## src/rtl/crc_byte_packer.sv

```systemverilog
// crc_byte_packer: packs 1..8 handshaked bytes (optionally bit-reflected) into a zero-filled 64-bit word
module crc_byte_packer #(
  parameter int MAX_BYTES = 8
) (
  input  logic                   clk,
  input  logic                   rst,
  input  logic [2:0]             cfg_bytewidth,
  input  logic                   cfg_refin,
  input  logic [7:0]             in_byte,
  input  logic                   in_valid,
  input  logic                   in_last,
  output logic                   in_ready,
  output logic [8*MAX_BYTES-1:0] out_value,
  output logic [2:0]             out_bytewidth,
  output logic                   out_valid,
  input  logic                   out_ready,
  output logic                   busy
);
  localparam logic [1:0] IDLE = 2'd0;
  localparam logic [1:0] FILL = 2'd1;
  localparam logic [1:0] FULL = 2'd2;
  logic [1:0] state;
  logic [2:0] idx, tgt, bw, eff_tgt;
  logic       refl, eff_ref, xfer;
  logic [7:0] rev;
  always_comb begin
    for (int i = 0; i < 8; i++) rev[i] = in_byte[7-i];
  end
  // Config is taken live on the first byte of a word and from the latched copy afterwards
  assign eff_tgt       = state == IDLE ? cfg_bytewidth : tgt;
  assign eff_ref       = state == IDLE ? cfg_refin : refl;
  assign in_ready      = !rst && state != FULL;
  assign xfer          = in_valid && in_ready;
  assign out_valid     = state == FULL;
  assign out_bytewidth = out_valid ? bw : 3'd0;
  assign busy          = state != IDLE;
  always_ff @(posedge clk) begin
    if (rst) begin
      state     <= IDLE;
      idx       <= 3'd0;
      tgt       <= 3'd0;
      refl      <= 1'b0;
      bw        <= 3'd0;
      out_value <= '0;
    end else if (xfer) begin
      if (state == IDLE) begin
        tgt  <= cfg_bytewidth;
        refl <= cfg_refin;
      end
      out_value[{idx, 3'b000} +: 8] <= eff_ref ? rev : in_byte;
      bw    <= idx;
      idx   <= idx + 3'd1;
      state <= (idx == eff_tgt || in_last) ? FULL : FILL;
    end else if (out_valid && out_ready) begin
      state     <= IDLE;
      idx       <= 3'd0;
      bw        <= 3'd0;
      out_value <= '0;
    end
  end
endmodule

```

## config.mk

```make
export PLATFORM = sky130hd
export DESIGN_NAME = crc_byte_packer
export DESIGN_NICKNAME = d
export VERILOG_FILES = /design/src/rtl/crc_byte_packer.sv
export SDC_FILE = /design/constraint.sdc
export NUM_CORES = 1
export LEC_CHECK = 0
export ABC_AREA = 1
export CORE_MARGIN = 2
export CORE_UTILIZATION = 49
export CTS_CLUSTER_DIAMETER = 60
export DETAILED_ROUTE_END_ITERATION = 12
export PLACE_DENSITY = 0.91
export RECOVER_POWER = 50
export SLEW_MARGIN = 20
export SYNTH_ARGS = -nofsm -noshare
export SYNTH_HDL_FRONTEND = slang
export SYNTH_SLANG_ARGS = --single-unit
```

## constraint.sdc

```tcl
create_clock -name clk -period 2.3 [get_ports clk]
set_clock_uncertainty 0.1 [all_clocks]
set_input_delay 0.46 -clock clk [delete_from_list [all_inputs] [get_ports clk]]
set_output_delay 0.46 -clock clk [all_outputs]
set_load 0.005 [all_outputs]
```

# After elaboration in Yosys (flattened, before gate mapping)
# Index checks and enable logic that the tools add are counted.
# totals
ff_bits,76
inputBits,17
output_inout_bits,70
word_cells,34
# classes
addsub,2
n_eq_ne,3
shifts,2
muxes,13
reduce_logical,8
# op_table
cell,count
$mux W64,2
$bwmux W64,1
$shift A8 B8 Y64 const A,1
$shiftx A8 B8 Y64,1
$mux W3,5
$mux W8,1
$neg A6 Y8,1
$mux W2,3
$reduce_bool A2 Y1,2
$add A3 B1 Y3 const B,1
$eq A3 B3 Y1,1
$logic_and A1 B1 Y1,3
$eq A2 B2 Y1 const B,1
$logic_not A2 Y1,1
$ne A2 B2 Y1 const B,1
$logic_not A1 Y1,1
$logic_or A1 B1 Y1,1
$mux W1,1

# Longest topological paths before layout
# depth
ltp_word,6
mapped_depth,10

# Worst setup path after synthesis
# No wires, ideal clock.
# synth_path
path_type,flip-flop to flip-flop
from,reg idx[0]
to,reg out_value[0]
t_arrival_ns,1.797
required_ns,2.068
setup_slack_ns,0.270
stages_incl_launch_ff,10
n_path_buf,0
period_less_slack_ns,2.030
cell_sequence,dfxtp_1 -> inv_1 -> ha_1 -> ha_1 -> inv_1 -> nand3_1 -> nor3_4 -> nor2_2 -> nand2_1 -> a21oi_1
# synth_via
elab_chain_cells,4
# synth_rtl
item,line,source
"start, declared",23,"logic [2:0] idx, tgt, bw, eff_tgt;"
"start signal, assigned",52,idx <= idx + 3'd1;
$neg A6 Y8 (*),50,"out_value[{idx, 3'b000} +: 8] <= eff_ref ? rev : in_byte;"
$shiftx A8 B8 Y64 or $shift A8 B8 Y64 (tied branches),50,
$bwmux W64 (*),50,
$mux W64 (*),45,end else if (xfer) begin
"end signal, assigned by index",50,
"end, declared",13,"output logic [8*MAX_BYTES-1:0] out_value,"
# Every way passes the cells marked *; elsewhere a longest branch is shown, timed or not.
# A chain may end at the register's enable or synchronous reset.

# Worst setup path in the final report
# layout_path
from,reg idx[0]
to,reg out_value[57]
# The elaborated chain is that of the path after synthesis.

==> metrics.txt <==
status=completed; vias in the first global route=3210; number of setup violations in the final report=0; share of cells above drive strength 1=12.2%; Clock Tree Root=clkbuf_8; total track usage=25.1%; CTS Buf Count=9; initial antenna violation count=0; vias=3499; post-route ant nets=0; post-synth top area share=43.9%; CP peak stage delay=0.37 ns; final wirelength=9.69 mm; Clk Latency, worst-skew pair=0.35 ns; die width=88.1 um; IO buf count=86; Synthesized Nets=474; Post-Syn Area=3460 sq um; VDD IR max=0.473 mV; RSZ-0062 raised after global routing=no; Remaining DRCs=0; first-pass GRT wire length=15.0 mm; type of the worst setup path=register to register; cells after synthesis=451; sequential-to-total area share from yosys stat=43.9%; largest net degree at the start of global routing=72; WL per Instance=15.0 um; Worst setup EP type=register; fmax=456 MHz; flops & latches, synth=76; Ports=87; slowest CP cell=ha_1; CP max FO=8; Core Util, Final=68.3%; Worst-path clk slew=0.07 ns; Final min period=2.19 ns; Synth area leaders=dfxtp_1 (44%), nand2_1 (14%), a21oi_1 (11%); area of the multi-input gates=1750 sq um; dpl hpwl=6.57 mm; Yosys cell types=25; DR vias/cell=5.43; commonest cells in the netlist=nand2_1 (131), dfxtp_1 (76), a21oi_1 (73); setup TNS=0 ns; top_reg_cell synth=dfxtp_1; hold_ws=0.359 ns; grt ovf=0; placement row count=30; Area growth, synth to finish=34.8%; worst hold path class=register to register; clk buf depth=2; placed cell area=4470 sq um; WP data required=2.47 ns; most frequent cell after synthesis=nand2_1; n_diodes=0; FF/Latch Area=1520 sq um; total of max-cap violations=0; TritonRoute pass-1 iters=5; worst path buffer plus inverter count=3; Initial DRC Count=324; design area=4670 sq um; core area=6830 sq um; Filler Cell Count=550; worst-margin pin slew=0.708 ns; nets=569; synth warn=0; asr flop ratio synth=0%; Avg Cell Area, Syn=7.68 sq um; Hold Fails Final Rpt=0; routability cong.=0.821; Pwr Density=589 nW/um^2; Max-slew headroom=52.8%; height of the die=88.1 um; post-synth top area cell=dfxtp_1; Post-synth EDFFs=0; worst-path cell chain=inv_1, ha_1, ha_1, inv_1, nand2_2, nor3_4, buf_4, nor2_4, nand2_1, a21oi_1; startpoint type of the worst setup path=register; arrival time worst endpoint=2.36 ns; Num Clock Sinks=76; Initial Util=50.7%; Pins Over Slew Limit=0; CTS tree=done; Die ar.=7750 sq um; leakage power=1.97 nW; crit-path leading delay family=adder cells; H-tree depth=3; Final period util=95.3%
## through the flow
step | total power, mW | worst slack (ns) | std cells
after detailed placement | 1.81 | 0.0118 | 629
final | 2.75 | 0.109 | 644
after floorplan | 1.66 | 0.270 | 451
after global placement | 1.79 | 0.175 | 629
after global routing | 2.85 | 0.000139 | 644
after CTS | 2.76 | 0.0400 | 642
## worst min-delay path, cell delays in order (launching register included)
cell and delay [ns]:
dfxtp_1 0.31, nand2_1 0.05, a21oi_1 0.05
## sequential cells by signal (all words and copies together) (netlist names)
| register | flops |
|---|---|
| idx | 3 |
| tgt | 3 |
| refl | 1 |
| state | 2 |
| out_value | 64 |
| bw | 3 |
## path summary, 6_finish.rpt
path | startpoint | to | slack (ns) | cells past startpoint
worst max register to register | idx[0]$_SDFFE_PP0P_ | out_value[57]$_SDFFE_PP0P_ | 0.11 | 10
worst max-delay path | idx[0]$_SDFFE_PP0P_ | out_value[57]$_SDFFE_PP0P_ | 0.11 | 10
worst min register to register | out_value[48]$_SDFFE_PP0P_ | out_value[48]$_SDFFE_PP0P_ | 0.36 | 2
worst min-delay path | out_value[48]$_SDFFE_PP0P_ | out_value[48]$_SDFFE_PP0P_ | 0.36 | 2
## logic make-up after synthesis
| kind of cell | after synthesis | synth area share, % |
|---|---|---|
| AO/OA/AOI/OAI | 82 | 12.0 |
| adder cells (fa/ha/maj) | 6 | 2.17 |
| buffers and inverters | 51 | 5.78 |
| flip-flops | 76 | 43.9 |
| AND/OR/NAND/NOR | 236 | 36.1 |
## report_power, final
part | switching (mW) | total (mW) | leakage [nW] | internal, mW
Sequential | 0.0122 | 1.35 | 0.614 | 1.34
Clock | 0.456 | 0.965 | 0.0939 | 0.509
Combinational | 0.295 | 0.436 | 1.26 | 0.141
Total | 0.763 | 2.75 | 1.97 | 1.99
## cell usage in the layout (no fill, tap or decap), drive strengths merged, types with 16 or more instances in the layout
cell type	netlist	routed
nand4	32	32
nand3	33	33
nand2	138	138
nor2	29	29
inv	33	33
a21oi	73	73
dfxtp	76	76
buf	6	16
clkdlybuf4s50	0	25
dlygate4sd3	0	60
## layout make-up
class | count | share of cell area, %
Clock buffer | 10 | 2.95
Clock inverter | 3 | 0.858
Inverter | 33 | 2.71
Multi-Input combinational cell | 324 | 37.4
Sequential cell | 76 | 32.6
Tap cell | 96 | 2.57
Timing Repair Buffer | 102 | 20.9
## per-layer routing
layer	share of wire, %	routed length (um)	GRT usage, %	vias up
met5	0	0	0	-
met4	3.0	291	9.64	0
met3	9.0	868	7.54	35
met2	47	4590	41.1	183
met1	41	3940	31.2	1582
li1	-	-	-	1699
## what timing repair did
action,CTS,global route
pin swaps,1,1
resized for setup,0,1
hold buffers,0,0
buffers inserted,0,2
endpoints found under the hold margin,0,0
endpoints found under the setup margin,2,8
(Power assumes the default switching activity.)
